## src/rtl/cla_pipe_adder.sv

```systemverilog
// Pipelined carry-lookahead add/subtract unit: WIDTH bits split into STAGES slices,
// each slice built from GROUP-bit lookahead groups, with valid/ready flow control.
module cla_pipe_adder #(
  parameter int WIDTH  = 32,
  parameter int GROUP  = 4,
  parameter int STAGES = 2
) (
  input  logic             clk,
  input  logic             rst_n,
  input  logic             in_valid,
  output logic             in_ready,
  input  logic [WIDTH-1:0] A,
  input  logic [WIDTH-1:0] B,
  input  logic             Cin,
  input  logic             Sub,
  output logic             out_valid,
  input  logic             out_ready,
  output logic [WIDTH-1:0] Sum,
  output logic             Cout,
  output logic             Ovf,
  output logic             Zero
);

  localparam int SLICE = WIDTH / STAGES;
  localparam int NGRP  = SLICE / GROUP;
  localparam int LAST  = STAGES - 1;

  // Returns {carry_out, sum}; every internal carry is expanded from the group carry-in.
  function automatic logic [GROUP:0] cla_group(input logic [GROUP-1:0] a,
                                               input logic [GROUP-1:0] b,
                                               input logic             cin);
    logic [GROUP-1:0] p;
    logic [GROUP-1:0] g;
    logic [GROUP:0]   gx;
    logic [GROUP:0]   c;
    logic             term;
    p  = a ^ b;
    g  = a & b;
    gx = {g, cin};
    c  = '0;
    c[0] = cin;
    for (int j = 0; j < GROUP; j++) begin
      for (int m = 0; m <= j + 1; m++) begin
        term = gx[m];
        for (int n = m; n <= j; n++) term = term & p[n];
        c[j+1] = c[j+1] | term;
      end
    end
    return {c[GROUP], p ^ c[GROUP-1:0]};
  endfunction

  function automatic logic [SLICE:0] cla_slice(input logic [SLICE-1:0] a,
                                               input logic [SLICE-1:0] b,
                                               input logic             cin);
    logic [SLICE-1:0] s;
    logic             c;
    logic [GROUP:0]   r;
    s = '0;
    c = cin;
    for (int q = 0; q < NGRP; q++) begin
      r = cla_group(a[q*GROUP +: GROUP], b[q*GROUP +: GROUP], c);
      s[q*GROUP +: GROUP] = r[GROUP-1:0];
      c = r[GROUP];
    end
    return {c, s};
  endfunction

  // opa starts as operand A; each stage overwrites its slice with finished sum bits.
  logic [STAGES-1:0] vld;
  logic [WIDTH-1:0]  opa     [STAGES];
  logic [WIDTH-1:0]  opb     [STAGES];
  logic              cy      [STAGES];
  logic [WIDTH-1:0]  nxt_opa [STAGES];
  logic [SLICE:0]    nxt_res [STAGES];
  logic              advance;

  assign advance  = !out_valid || out_ready;
  assign in_ready = advance;

  always_comb begin
    for (int k = 0; k < STAGES; k++) begin
      nxt_res[k] = cla_slice(opa[k][k*SLICE +: SLICE], opb[k][k*SLICE +: SLICE], cy[k]);
      nxt_opa[k] = opa[k];
      nxt_opa[k][k*SLICE +: SLICE] = nxt_res[k][SLICE-1:0];
    end
  end

  always_ff @(posedge clk or negedge rst_n) begin
    if (!rst_n) begin
      vld <= '0;
      for (int k = 0; k < STAGES; k++) begin
        opa[k] <= '0;
        opb[k] <= '0;
        cy[k]  <= 1'b0;
      end
      out_valid <= 1'b0;
      Sum       <= '0;
      Cout      <= 1'b0;
      Ovf       <= 1'b0;
      Zero      <= 1'b0;
    end else if (advance) begin
      vld[0] <= in_valid;
      if (in_valid) begin
        opa[0] <= A;
        opb[0] <= Sub ? ~B : B;
        cy[0]  <= Sub ^ Cin;
      end
      for (int k = 1; k < STAGES; k++) begin
        vld[k] <= vld[k-1];
        if (vld[k-1]) begin
          opa[k] <= nxt_opa[k-1];
          opb[k] <= opb[k-1];
          cy[k]  <= nxt_res[k-1][SLICE];
        end
      end
      out_valid <= vld[LAST];
      if (vld[LAST]) begin
        Sum  <= nxt_opa[LAST];
        Cout <= nxt_res[LAST][SLICE];
        // carry into the MSB is recovered as P[msb] ^ Sum[msb]
        Ovf  <= nxt_res[LAST][SLICE] ^ opa[LAST][WIDTH-1] ^ opb[LAST][WIDTH-1]
                ^ nxt_opa[LAST][WIDTH-1];
        Zero <= (nxt_opa[LAST] == '0);
      end
    end
  end

endmodule

```

## config.mk

```make
export PLATFORM = sky130hd
export DESIGN_NAME = cla_pipe_adder
export DESIGN_NICKNAME = d
export VERILOG_FILES = /design/src/rtl/cla_pipe_adder.sv
export SDC_FILE = /design/constraint.sdc
export NUM_CORES = 1
export LEC_CHECK = 0
export CAP_MARGIN = 20
export CORE_MARGIN = 4
export CORE_UTILIZATION = 35
export DETAILED_ROUTE_END_ITERATION = 12
export GPL_TIMING_DRIVEN = 0
export SYNTH_ARGS = -nofsm -noshare
export SYNTH_HDL_FRONTEND = slang
export SYNTH_SLANG_ARGS = --single-unit
```

## constraint.sdc

```tcl
create_clock -name clk -period 4.3 [get_ports clk]
set_clock_uncertainty 0.05 [all_clocks]
set_input_delay 0.86 -clock clk [delete_from_list [all_inputs] [get_ports clk]]
set_output_delay 0.86 -clock clk [all_outputs]
set_load 0.05 [all_outputs]
```

==> flow_metrics.py, run 1 <==
metrics = {
    "yosys": {
        "yosys_warnings": 0,
        "synth.yosys.seq_area_share_pct": 53.6,
        "syn_area_per_cell_um2": 12.6,
        "ys_top_cells_by_area": "dfrtp_1, mux2_2, ha_1, xnor2_1, o21ai_0",
        "yosys_register_bits": 152,
        "syn_nets": 683,
        "postSynthCellCount": 565,
        "yosys.area.top_type": "dfrtp_1",
        "synthesis.area_mm2": 0.00709,
        "netlist-cell-type-count": 37,
        "yosys.area.top_type_share_pct": 53.6,
    },
    "placement": {
        "routabilityCongestion": 0.816,
        "dp.final_hpwl_um": 12400,
        "port-buffer-count": 105,
    },
    "critical_path": {
        "worstPathRequired_ns": 4.53,
        "timing.reg2reg.worst_path_depth": 22,
        "arrival_ns": 4.67,
        "worstSetupEndpointType": "flip-flop",
        "critical_path_class": "reg2reg",
        "timing.critical_path.fanout_max": 3,
        "start_kind": "flip-flop",
    },
    "final_layout": {
        "mostFrequentLayoutCell": "dfrtp_1",
        "inserted_diodes": 0,
        "flow.area_growth_from_synthesis_pct": 37.0,
        "multi_input_comb_area_mm2": 0.00328,
        "highest_count_cells_in_the_layout_ignoring_fill_and_taps": "dfrtp_1, clkdlybuf4s50_1, mux2_2",
        "final_layout_size_suffix_gt1_share_pct": 28.3,
        "fillers": 1748,
        "number_of_nets_in_the_layout": 865,
        "ff_latch_area_mm2": 0.00380,
    },
    "routing": {
        "firstDrtPassIters": 4,
        "wirelength_um": 17300,
        "violation_count_after_the_first_detailed_route_iteration": 208,
        "route.vias.total": 4820,
        "number_of_nets_with_antenna_violations_after_routing": 0,
        "avgRoutedWirePerCell_um": 16.9,
        "vias_per_cell": 4.71,
        "drt_drc_violations_left": 0,
    },
    "die": {
        "chipWidth_um": 150,
        "start_util_pct": 36.0,
        "placementRows": 51,
        "ios": 107,
        "dieHeight_um": 150,
        "fp.dieArea_mm2": 0.0226,
        "core_region_area_mm2": 0.0197,
    },
    "sta": {
        "f_max_ghz": 0.225,
        "worst_hold_slack_ns": 0.316,
        "final-hold-violation-count": 0,
        "max_slew_margin_pct": 56.7,
        "tightestPinTransition_ns": 0.650,
        "finalSetupViolations": 3,
        "min_period_over_period_pct": 103,
        "layout_min_cycle_time_ns": 4.44,
        "timing.final.ws_setup_ns": -0.136,
        "timing.setup.tns_ns": -0.248,
        "final-max-slew-violation-count": 0,
        "rsz_0062_raised_after_global_routing": "true",
    },
    "clocking": {
        "cts_buffer_depth": 2,
        "clk_pin_slew_worst_paths_ns": 0.06,
        "ctsHtreeMaxLevel": 4,
        "clock_latency_ns": 0.42,
        "numCtsBuffers": 17,
        "cts_root_buffer": "clkbuf_16",
        "tritoncts": "built",
        "numClockSinks": 152,
    },
    "pwr": {
        "p_leak_nw": 4.29,
        "p_total_mw": 8.42,
        "irDropWorstVdd_mv": 0.309,
        "p_per_area_mw_per_mm2": 867,
    },
    "status": {
        "failed_checks": "setup timing",
        "status": "finished, violations left",
    },
    "hold_path": {
        "hold_path_class": "in2async",
    },
    "global_route": {
        "number_of_global_route_vias_before_repair": 5387,
        "number_of_antenna_violations_at_the_first_check_in_global_routing": 0,
        "grt_first_pass_wirelength_um": 28100,
        "overflow": 0,
        "grt_start_max_net_pins": 105,
        "grt_util_all_layers_pct": 16.4,
    },
    "flow_run": {
        "maxCapViolations": 0,
    },
}
==> timing repair <==
action                     CTS  global route
setup endpoints to repair    6            11
hold buffers                 0             0
gates resized for setup     17            17
buffers inserted            47            16
pin swaps                   12            16
==> final timing paths <==
check | start | end | slack (ns)
hold / removal | rst_n | Sum[10] | 0.32
setup / recovery | opb[32] | nxt_opa[15] | -0.14
max in group asynchronous | rst_n | opb[58] | 3.00
hold reg to reg | opb[43] | opb[43] | 0.43
setup reg to reg | opb[32] | nxt_opa[15] | -0.14
min in group clk | opb[43] | opb[43] | 0.43
==> routing by layer <==
| layer | part of all wire (%) | vias to the layer above | GRT usage, % |
|---|---|---|---|
| met5 | 0 | - | 0 |
| li1 | - | 2320 | - |
| met1 | 42 | 2385 | 19.5 |
| met4 | 2.7 | 0 | 6.45 |
| met3 | 4.0 | 28 | 4.49 |
| met2 | 52 | 87 | 28.1 |
==> critical path, cell delays in order (launching register included) <==
cell and delay, ns:
dfrtp_1 0.39, ha_1 0.31, ha_2 0.17, o21a_1 0.17, o21a_1 0.21, o21ai_2 0.15
nand2b_1 0.10, ha_2 0.18, o21a_1 0.17, o21a_1 0.21, o21ai_2 0.15, nand2b_1 0.12
ha_2 0.20, o21a_1 0.18, o21a_1 0.22, o21ai_2 0.17, nand2b_1 0.12, ha_2 0.19
o21a_1 0.20, o21a_1 0.22, or3_1 0.31, nand2_1 0.07, o21ai_1 0.05
==> power by group <==
part,internal [mW],switching [mW],leakage [nW]
sequential,2.00,0.386,1.82
clock,1.07,0.556,0.320
combinational,2.19,2.23,2.14
total,5.26,3.17,4.29
==> state kept, by name, summed over array words and instances (netlist names) <==
signal and cells:
out_valid 1, Sum 32, Cout 1, nxt_opa 32, Zero 1, Ovf 1
opb 48, vld 2, cy 2, opa 32
==> layout make-up <==
type / instances / area share [%]
sequential: 152 / 39.2
multi-input combinational: 379 / 33.8
timing repair buffer: 163 / 15.6
clock buffer: 22 / 4.88
tap: 265 / 3.41
clock inverter: 9 / 1.75
buffer: 25 / 1.12
inverter: 9 / 0.348
==> through the flow <==
stage | setup slack [ns] | instance area (um2) | util, % | std cells
2_1_floorplan | 0.0381 | 7090 | - | 565
3_3_place_gp | -3.56 | 8470 | 43.0 | 935
3_5_place_dp | -0.418 | 8500 | 43.1 | 936
4_1_cts | -0.0489 | 9560 | 48.5 | 1014
5_1_grt | -0.416 | 9710 | 49.3 | 1024
6_report | -0.136 | 9710 | 49.3 | 1024
==> synth_stat cells <==
library cell / count
dfrtp_1: 152
mux2_2: 86
nand2_1: 64
o21ai_0: 50
xnor2_1: 41
ha_1: 40
buf_2: 12
clkbuf_1: 12
o21a_1: 12
inv_1: 9
fa_1: 8
mux2_1: 8
xor2_1: 8
a21oi_1: 7
nor2_1: 7
nand2b_1: 5
nor3_1: 4
o211ai_1: 4
o31ai_1: 4
or3_1: 4
a21o_1: 3
nor4_2: 3
nand3_1: 2
nand3b_1: 2
nand4_1: 2
nor4_1: 2
o211a_1: 2
o21ai_1: 2
or2_2: 2
a21boi_0: 1
a22o_1: 1
a22oi_1: 1
buf_1: 1
nand2_4: 1
nor4b_1: 1
nor4b_2: 1
or4_1: 1
==> cell families after synthesis <==
family,count (synthesis),synth area share [%]
and+or+nand+nor,101,6.85
muxes,94,14.9
adders and majority gates,48,9.32
xor gates and xnor gates,49,6.05
DFF,152,53.6
buffers and inverters,34,2.01
AOI/OAI and AO/OA,87,7.22
(Power assumes the default switching activity.)
==> inputs of run 2 (changes only) <==
--- a/config.mk
+++ b/config.mk
@@ -10,6 +10,7 @@
 export CORE_UTILIZATION = 35
 export DETAILED_ROUTE_END_ITERATION = 12
 export GPL_TIMING_DRIVEN = 0
+export SLEW_MARGIN = 15
 export SYNTH_ARGS = -nofsm -noshare
 export SYNTH_HDL_FRONTEND = slang
 export SYNTH_SLANG_ARGS = --single-unit
==> run 2 against run 1 <==
Net effect: the flow still finishes with violations (setup timing); via count increased by 0.68%; critical path depth decreased by 3; die area unchanged; combinational power decreased by 2%; utilization decreased by 0.32 points; worst hold slack got worse by 0.043 ns; register-to-register slack got worse by 0.07 ns; cell area decreased by 0.64%; routed wire length increased by 1.2%; critical path type unchanged; largest cell class unchanged; highest routed layer unchanged.
==> flow_metrics.py, run 2 (synthesized netlist as in run 1, its figures left out) <==
metrics = {
    "status": {
        "status": "finished, violations left",
        "failed_checks": "setup timing",
    },
    "sta": {
        "tightestPinTransition_ns": 0.685,
        "timing.final.ws_setup_ns": -0.208,
        "worst_hold_slack_ns": 0.274,
        "final-max-slew-violation-count": 0,
        "f_max_ghz": 0.222,
        "final-hold-violation-count": 0,
        "finalSetupViolations": 4,
        "max_slew_margin_pct": 54.3,
        "min_period_over_period_pct": 105,
        "layout_min_cycle_time_ns": 4.51,
        "rsz_0062_raised_after_global_routing": "true",
    },
    "clocking": {
        "numClockSinks": 152,
        "cts_root_buffer": "clkbuf_16",
        "clock_latency_ns": 0.42,
        "ctsHtreeMaxLevel": 4,
        "cts_buffer_depth": 2,
        "clk_pin_slew_worst_paths_ns": 0.06,
        "tritoncts": "built",
        "numCtsBuffers": 17,
        "postCtsHoldBufs": 0,
    },
    "die": {
        "fp.dieArea_mm2": 0.0226,
        "core_region_area_mm2": 0.0197,
        "dieHeight_um": 150,
        "chipWidth_um": 150,
        "start_util_pct": 36.0,
        "placementRows": 51,
        "ios": 107,
    },
    "placement": {
        "port-buffer-count": 105,
        "routabilityCongestion": 0.816,
        "placed_cells_incl_taps": 936,
        "dp.final_hpwl_um": 12500,
    },
    "global_route": {
        "grt_util_all_layers_pct": 16.2,
        "number_of_global_route_vias_before_repair": 5333,
        "grt_start_max_net_pins": 108,
        "number_of_antenna_violations_at_the_first_check_in_global_routing": 0,
        "grt_first_pass_wirelength_um": 27800,
        "overflow": 0,
    },
    "routing": {
        "vias_per_cell": 4.77,
        "dr_wl_met2_um": 8930,
        "route.vias.total": 4853,
        "wirelength_um": 17500,
        "number_of_nets_with_antenna_violations_after_routing": 0,
        "drt_drc_violations_left": 0,
        "drt-met1-wl_um": 7390,
        "highest-signal-layer": "met4",
        "firstDrtPassIters": 4,
        "avgRoutedWirePerCell_um": 17.2,
        "detailroute.wirelength.met3_um": 714,
        "violation_count_after_the_first_detailed_route_iteration": 215,
    },
    "critical_path": {
        "worstReg2RegEnd": "Zero",
        "critical_path_class": "reg2reg",
        "arrival_ns": 4.81,
        "start_kind": "flip-flop",
        "timing.reg2reg.worst_path_depth": 19,
        "worstPathRequired_ns": 4.61,
        "rrSetupSlack_ns": -0.21,
        "worstSetupEndpointType": "flip-flop",
        "timing.critical_path.fanout_max": 3,
        "worst_r2r_startpoint": "opb[16]",
    },
    "final_layout": {
        "mostFrequentLayoutCell": "dfrtp_1",
        "largest_register_ffs": 48,
        "flow.area_growth_from_synthesis_pct": 36.1,
        "finalNonFillerCells": 1017,
        "inserted_diodes": 0,
        "fillers": 1764,
        "number_of_nets_in_the_layout": 857,
        "final_layout_size_suffix_gt1_share_pct": 27.5,
        "highest_count_cells_in_the_layout_ignoring_fill_and_taps": "dfrtp_1, clkdlybuf4s50_1, mux2_2",
        "max_flop_register": "opb",
    },
    "flow_run": {
        "maxCapViolations": 0,
    },
    "hold_path": {
        "hold_path_class": "in2async",
    },
    "pwr": {
        "p_leak_nw": 4.22,
        "p_total_mw": 8.21,
        "irDropWorstVdd_mv": 0.288,
        "p_per_area_mw_per_mm2": 850,
    },
}
==> run 2: cell count changes in the layout (fill, tap and decap cells not counted), sizes merged <==
cell      previous run  this run
buf                 72        64
clkinvlp             0         2
bufinv               5         2
clkbuf              34        37
clkinv               4         3
==> run 2: stage by stage <==
| stage | instance area, um2 | setup WS, ns | TNS [ns] | utilization, % |
|---|---|---|---|---|
| floorplan | 7090 | 0.0381 | 0 | - |
| global placement | 8470 | -3.56 | -539.80 | 43.0 |
| detailed placement | 8510 | -0.415 | -1.43 | 43.1 |
| CTS | 9430 | -0.0894 | -0.174 | 47.8 |
| global route | 9650 | -0.440 | -1.91 | 48.9 |
| finish | 9650 | -0.208 | -0.397 | 48.9 |
==> run 2: area by class of cell <==
class | instances | area [um2] | area share [%]
flip-flops and latches | 152 | 3800 | 39.4
multi-input cells | 379 | 3310 | 34.3
repair buffers | 155 | 1470 | 15.2
clock buffers | 25 | 505 | 5.24
well taps | 265 | 332 | 3.44
plain buffers | 25 | 109 | 1.13
clock inverters | 7 | 90.1 | 0.933
inverters | 9 | 33.8 | 0.350
==> run 2: worst max-delay path, stage by stage, from the launching register on <==
cell	delay (ns)
dfrtp_1	0.40
ha_1	0.28
ha_2	0.18
o211ai_1	0.22
nand3b_1	0.16
a21o_1	0.25
ha_4	0.17
o211ai_1	0.16
nand2_1	0.11
a21o_1	0.22
ha_2	0.18
o211ai_1	0.15
nand2_1	0.09
a21o_1	0.21
fa_2	0.37
xnor2_2	0.19
nand3_2	0.10
or4_4	0.56
nor4b_4	0.22
a22o_1	0.16
==> run 2: power by group <==
group	switching, mW	internal [mW]
clock	0.566	0.929
sequential	0.397	2.00
combinational	2.22	2.09
total	3.18	5.02
==> run 2: metal layers <==
layer / track usage [%] / up-vias
li1: - / 2300
met1: 19.7 / 2429
met2: 27.7 / 94
met3: 4.18 / 30
met4: 6.13 / 0
met5: 0 / -
==> run 2: worst max-delay path by stage <==
stage / startpoint / to / cells after the start
after floorplan: opa[16] / Zero / 19
after global placement: rst_n / nxt_opa[57] / 1
after detailed placement: opa[16] / Zero / 19
after CTS: opa[32] / nxt_opa[15] / 22
after global routing: opa[16] / Zero / 19
final: opb[16] / Zero / 19
==> run 2: timing repair <==
action	4_1_cts	5_1_grt
buffers inserted	36	23
gates resized for setup	15	26
endpoints found under the setup margin	6	11
pin swaps	13	28
